### config.mk
export PLATFORM = sky130hd
export DESIGN_NAME = mem_access_unit
export DESIGN_NICKNAME = d
export VERILOG_FILES = /design/src/rtl/mem_access_unit.sv
export SDC_FILE = /design/constraint.sdc
export NUM_CORES = 1
export LEC_CHECK = 0
export CELL_PAD_IN_SITES_DETAIL_PLACEMENT = 1
export CELL_PAD_IN_SITES_GLOBAL_PLACEMENT = 1
export CORE_MARGIN = 1.5
export CORE_UTILIZATION = 31
export CTS_CLUSTER_DIAMETER = 120
export DETAILED_ROUTE_END_ITERATION = 10
export PLACE_DENSITY_LB_ADDON = 0.1
export SETUP_SLACK_MARGIN = 0.1
export SYNTH_ARGS = -nofsm -noshare
export SYNTH_HDL_FRONTEND = slang
export SYNTH_SLANG_ARGS = --single-unit
### constraint.sdc
create_clock -name i_clk -period 2.1 [get_ports i_clk]
set_input_delay 0.315 -clock i_clk [delete_from_list [all_inputs] [get_ports i_clk]]
set_output_delay 0.315 -clock i_clk [all_outputs]
set_load 0.01 [all_outputs]
### src/rtl/mem_access_unit.sv
// mem_access_unit
//   Data-memory access controller between the execute/memory stage and the
//   data-memory bus. Each access is checked for alignment and then run as one
//   req/ack bus transaction. The bus sees a word-aligned address, byte lane
//   enables and lane-replicated write data. Load data comes back right-aligned
//   and zero-padded above the access size; readDataExtend then applies sign
//   extension. The pipeline is stalled for the whole transaction.
//
// Parameters
//   TIMEOUT         BUS-state cycles without ack before abort (1..255)
// Ports
//   i_clk, i_rst_n  clock (rising edge), async active-low reset
//   i_valid         access request; request inputs are held while o_stall=1
//   i_write         1 = store, 0 = load
//   i_memSize       00 word, 01 half, 1x byte
//   i_isLoadSigned  forwarded to o_isLoadSigned on load completion
//   i_addr          byte address
//   i_writeData     right-aligned store data
//   o_stall         pipeline hold
//   o_done          one-cycle completion pulse
//   o_misaligned    with o_done: rejected, no bus cycle was issued
//   o_timeout       with o_done: bus never acknowledged
//   o_readData      right-aligned, zero-padded load data
//   o_memSize       registered size for readDataExtend
//   o_isLoadSigned  registered signedness for readDataExtend
//   o_busReq        bus request
//   o_busWrite      bus write
//   o_busAddr       word address, bits [1:0] = 0
//   o_busByteEn     byte lane enables, bit n = byte n
//   o_busWdata      lane-replicated write data
//   i_busAck        bus completion, meaningful only while o_busReq=1
//   i_busRdata      bus read data, sampled with i_busAck
module mem_access_unit #(
  parameter int unsigned TIMEOUT = 255
) (
  input  logic        i_clk,
  input  logic        i_rst_n,
  input  logic        i_valid,
  input  logic        i_write,
  input  logic [1:0]  i_memSize,
  input  logic        i_isLoadSigned,
  input  logic [31:0] i_addr,
  input  logic [31:0] i_writeData,
  output logic        o_stall,
  output logic        o_done,
  output logic        o_misaligned,
  output logic        o_timeout,
  output logic [31:0] o_readData,
  output logic [1:0]  o_memSize,
  output logic        o_isLoadSigned,
  output logic        o_busReq,
  output logic        o_busWrite,
  output logic [31:0] o_busAddr,
  output logic [3:0]  o_busByteEn,
  output logic [31:0] o_busWdata,
  input  logic        i_busAck,
  input  logic [31:0] i_busRdata
);

  typedef enum logic [1:0] {S_IDLE, S_BUS, S_RESP} state_t;

  localparam logic [7:0] TIMEOUT_M1 = 8'(TIMEOUT - 1);

  state_t      r_state;
  state_t      w_next;
  logic [7:0]  r_cnt;

  logic        r_reqWrite;
  logic [1:0]  r_reqSize;
  logic [1:0]  r_reqLane;
  logic        r_reqSigned;

  logic        r_busReq;
  logic        r_busWrite;
  logic [31:0] r_busAddr;
  logic [3:0]  r_busByteEn;
  logic [31:0] r_busWdata;
  logic        r_misaligned;
  logic        r_timeout;
  logic [31:0] r_readData;
  logic [1:0]  r_memSize;
  logic        r_isLoadSigned;

  logic        w_misaligned;
  logic        w_expire;
  logic [3:0]  w_byteEn;
  logic [31:0] w_wdata;
  logic [31:0] w_shifted;
  logic [31:0] w_loadData;

  always_comb begin
    w_misaligned = 1'b0;
    w_byteEn     = 4'b0001 << i_addr[1:0];
    w_wdata      = {4{i_writeData[7:0]}};
    case (i_memSize)
      2'b00: begin
        w_misaligned = |i_addr[1:0];
        w_byteEn     = 4'b1111;
        w_wdata      = i_writeData;
      end
      2'b01: begin
        w_misaligned = i_addr[0];
        w_byteEn     = 4'b0011 << i_addr[1:0];
        w_wdata      = {2{i_writeData[15:0]}};
      end
      default: ;
    endcase
  end

  // Move the addressed lane down to bit 0, then drop bytes above the size.
  assign w_shifted = i_busRdata >> {r_reqLane, 3'b000};

  always_comb begin
    w_loadData = {24'd0, w_shifted[7:0]};
    case (r_reqSize)
      2'b00:   w_loadData = w_shifted;
      2'b01:   w_loadData = {16'd0, w_shifted[15:0]};
      default: ;
    endcase
  end

  // An ack in the last counted cycle takes precedence over expiry.
  assign w_expire = (r_state == S_BUS) && !i_busAck && (r_cnt == TIMEOUT_M1);

  always_ff @(posedge i_clk or negedge i_rst_n) begin
    if (!i_rst_n) r_state <= S_IDLE;
    else          r_state <= w_next;
  end

  always_comb begin
    w_next = r_state;
    case (r_state)
      S_IDLE: if (i_valid) w_next = w_misaligned ? S_RESP : S_BUS;
      S_BUS:  if (i_busAck || w_expire) w_next = S_RESP;
      S_RESP: w_next = S_IDLE;
      default: w_next = S_IDLE;
    endcase
  end

  always_ff @(posedge i_clk or negedge i_rst_n) begin
    if (!i_rst_n) begin
      r_cnt          <= '0;
      r_reqWrite     <= 1'b0;
      r_reqSize      <= '0;
      r_reqLane      <= '0;
      r_reqSigned    <= 1'b0;
      r_busReq       <= 1'b0;
      r_busWrite     <= 1'b0;
      r_busAddr      <= '0;
      r_busByteEn    <= '0;
      r_busWdata     <= '0;
      r_misaligned   <= 1'b0;
      r_timeout      <= 1'b0;
      r_readData     <= '0;
      r_memSize      <= '0;
      r_isLoadSigned <= 1'b0;
    end else begin
      case (r_state)
        S_IDLE: begin
          if (i_valid) begin
            r_reqWrite  <= i_write;
            r_reqSize   <= i_memSize;
            r_reqLane   <= i_addr[1:0];
            r_reqSigned <= i_isLoadSigned;
            r_cnt       <= '0;
            if (w_misaligned) begin
              r_misaligned <= 1'b1;
              if (!i_write) begin
                r_readData     <= '0;
                r_memSize      <= i_memSize;
                r_isLoadSigned <= i_isLoadSigned;
              end
            end else begin
              r_busReq    <= 1'b1;
              r_busWrite  <= i_write;
              r_busAddr   <= {i_addr[31:2], 2'b00};
              r_busByteEn <= w_byteEn;
              r_busWdata  <= w_wdata;
            end
          end
        end
        S_BUS: begin
          r_cnt <= r_cnt + 8'd1;
          if (i_busAck || w_expire) begin
            r_busReq    <= 1'b0;
            r_busWrite  <= 1'b0;
            r_busByteEn <= '0;
            r_timeout   <= !i_busAck;
            if (!r_reqWrite) begin
              r_readData     <= i_busAck ? w_loadData : '0;
              r_memSize      <= r_reqSize;
              r_isLoadSigned <= r_reqSigned;
            end
          end
        end
        S_RESP: begin
          r_misaligned <= 1'b0;
          r_timeout    <= 1'b0;
        end
        default: ;
      endcase
    end
  end

  // Gated by reset so the stall output is also 0 while reset is asserted.
  assign o_stall        = i_rst_n && ((r_state == S_BUS) || ((r_state == S_IDLE) && i_valid));
  assign o_done         = (r_state == S_RESP);
  assign o_misaligned   = r_misaligned;
  assign o_timeout      = r_timeout;
  assign o_readData     = r_readData;
  assign o_memSize      = r_memSize;
  assign o_isLoadSigned = r_isLoadSigned;
  assign o_busReq       = r_busReq;
  assign o_busWrite     = r_busWrite;
  assign o_busAddr      = r_busAddr;
  assign o_busByteEn    = r_busByteEn;
  assign o_busWdata     = r_busWdata;

endmodule

==> results.py <==
metrics = {
    "outcome": {
        "status": "finished with violations",
        "violations": "design-rule violations, negative setup slack",
    },
    "min_path": {
        "min_path_type": "in -> async",
    },
    "setup_path": {
        "crit_required_ns": 2.39,
        "crit_path_max_incr_delay_ns": 0.48,
        "crit_fanout": 16,
        "end_kind": "register",
        "path_depth": 6,
        "crit_buf_inv": 2,
        "r2r_cells": 6,
        "criticalPathCategory": "reg -> reg",
        "start_kind": "register",
        "path_cells": "or4b_1 > a21o_1 > a221oi_4 > buf_6 > buf_12 > mux2_2",
        "critPathArrivalTime_ns": 2.40,
        "cp_slowest_cell": "or4b_1",
        "cpLargestDelayFamily": "simple AND/OR/NAND/NOR gates",
    },
    "synth": {
        "synth_top_area_frac": 0.526,
        "synth_cell_type_count": 42,
        "synth-edff-count": 0,
        "synth_common_cells": "dfrtp_1 (121), mux2_2 (102), nand2_1 (36)",
        "ys_ff_latch": 121,
        "synth_compound_area_frac": 0.0885,
        "synthCells": 481,
        "synth_top_family_by_area": "multiplexers",
        "synth_fa_ha_area_frac": 0.00435,
        "yosys.area_share.simple": 0.0709,
        "synth_ff_type": "dfrtp_1",
        "synth_xor_area_frac": 0.00609,
        "avgSynthCellArea_um2": 12.0,
        "synth_top_area_cell": "dfrtp_1",
        "yosys_warnings": 0,
        "synth.area.top_cells": "dfrtp_1 (53%), mux2_2 (20%), mux2i_1 (5.7%)",
        "ys_seq_area_frac": 0.526,
        "synthArstFlopShare": 1.00,
        "synth.area.mux_share": 0.261,
        "synth.most_common_cell": "dfrtp_1",
        "synth_area_mm2": 0.00576,
    },
    "cells_and_area": {
        "antenna_cells": 0,
        "nNetsFinal": 822,
        "synthToLayoutAreaGrowth_pct": 55.8,
        "instances_no_fill": 958,
        "final_core_util": 0.496,
        "drive_gt1_frac": 0.246,
        "post-route-cell-area_mm2": 0.00897,
    },
    "timing": {
        "setup_tns_ns": -0.136,
        "fmax_mhz": 474,
        "setup_slack_ns": -0.0106,
        "fin_hold_ws_ns": 0.00635,
        "finalHoldViolations": 0,
        "setup_viol": 19,
        "fin_skew_ns": 0.00837,
        "slew_violations": 0,
        "period_minus_slack_ns": 2.11,
        "grt_setup_unrepaired": "yes",
        "fin_crit_sh": 1.01,
        "worst_pin_slew_ns": 0.697,
        "slew_headroom": 0.535,
    },
    "route": {
        "maxUsedRoutingLayer": "met4",
        "first_pass_iters": 7,
        "drt-met1-wl_um": 7210,
        "num_vias": 4637,
        "wl_um": 17700,
        "wl_met2_um": 8830,
        "drc_errors": 12,
        "via_per_inst": 4.84,
        "post_drt_wl_per_cell_um": 18.5,
        "ant_nets": 0,
        "wl_met3_um": 1470,
        "drtIter0Drc": 171,
    },
    "place": {
        "dp_hpwl_um": 12600,
        "numPortBuffers": 210,
        "gp_congestion": 0.788,
        "dp_cells": 923,
        "placed_area_mm2": 0.00831,
    },
    "floorplanning": {
        "die_y_um": 139,
        "die_area_mm2": 0.0194,
        "initial_core_util": 0.318,
        "coreArea_mm2": 0.0181,
        "pin_count": 213,
        "rows": 49,
        "die_w_um": 139,
    },
    "global_routing": {
        "grt_max_degree": 122,
        "grt_pass1_wl_um": 28700,
        "antenna_found_initial": 0,
        "gr-total-overflow": 0,
        "grt_usage": 0.189,
        "grt_pass1_vias": 5210,
    },
    "pwr": {
        "ir_worst_vdd_uv": 678,
        "powerDensity_mw_per_mm2": 1320,
        "p_leak_nw": 3.87,
    },
    "flow_run": {
        "max_cap_violations": 0,
    },
    "clock_tree": {
        "clock_path_buffers": 2,
        "tritoncts.num_buffers": 17,
        "hold_buffers": 0,
        "clkSlewWorstSetupHoldPaths_ns": 0.06,
        "cts_root_buffer": "clkbuf_16",
        "cts_tree": "done",
        "h-tree-depth": 4,
        "clock-sinks": 121,
        "clk_latency_ns": 0.41,
    },
}
## area by class of cell
cell class,instances,area (um2)
clock inverter,15,143
inverter,24,90.1
clock buffer,17,425
tap,229,287
sequential,121,3030
timing repair buffer,246,2460
fill,1909,9120
multi-input combinational,306,2540
## state kept, by name, indices dropped and copies added, names as in the netlist
register        flops
r_cnt               8
o_memSize           2
o_busReq            1
o_isLoadSigned      1
o_busByteEn         4
o_busAddr          30
r_state             2
r_reqLane           2
o_readData         32
r_reqSize           2
r_reqWrite          1
o_busWdata         32
o_timeout           1
o_misaligned        1
r_reqSigned         1
o_busWrite          1
## final timing paths
check	slack (ns)	startpoint	to
worst max-delay path	-0.01	r_state[0]	o_readData[11]
worst min-delay path	0.006	i_rst_n	o_timeout
worst max register to register	-0.01	r_state[0]	o_readData[11]
worst min register to register	0.49	r_cnt[4]	r_cnt[4]
max in group asynchronous	1.57	i_rst_n	o_busAddr[16]
min in group i_clk	0.49	r_cnt[4]	r_cnt[4]
## timing repair
item	CTS	global route
buffers inserted	2	0
setup endpoints to repair	38	38
pin swaps	1	0
resized for setup	4	8
cloned	1	0
## logic make-up after synthesis
logic type,count (synthesis)
muxes,137
DFF,121
and+or+nand+nor,88
AOI/OAI and AO/OA,73
buffers and inverters,55
xor gates and xnor gates,4
adders and majority gates,2
other,1
## power by group
group	leakage (nW)	internal (mW)	total [mW]	switching, mW
Clock	0.275	1.65	2.82	1.17
Sequential	1.52	3.24	3.74	0.496
Combinational	2.08	3.08	5.32	2.24
Total	3.87	7.98	11.9	3.90
## layer usage
metal | up-vias | global-route usage
li1 | 2175 | -
met1 | 2293 | 0.222
met2 | 151 | 0.319
met3 | 18 | 0.0788
met4 | 0 | 0.0515
met5 | - | 0
## placed cells by master, fill, tap and decap left out, types with 2 or more instances in the layout
cell,instances
clkinv_2,2
a31oi_1,4
mux2i_1,33
clkbuf_16,17
inv_1,24
a21oi_1,3
nand3_1,2
dfrtp_1,120
buf_4,30
a211oi_1,17
clkinv_4,4
inv_6,6
a32o_1,5
o21ai_0,27
a2bb2oi_1,7
o22ai_1,2
nor2b_1,10
nand2_1,36
mux2_2,96
a21o_1,2
clkdlybuf4s50_1,208
conb_1,2
and3_1,2
clkinvlp_4,2
a221oi_4,2
nand2b_1,3
mux2_4,8
xnor2_1,2
buf_12,5
nor2_1,23
ha_1,2
nand4_1,4
xor2_1,2
## stage by stage
| step | worst slack (ns) | power [mW] |
|---|---|---|
| floorplan | -0.00111 | 6.24 |
| global placement | -0.421 | 8.87 |
| detailed placement | -0.434 | 9.02 |
| CTS | 0.0000229 | 12.0 |
| global route | -0.0660 | 12.6 |
| finish | -0.0106 | 11.9 |
(Power assumes the default switching activity.)
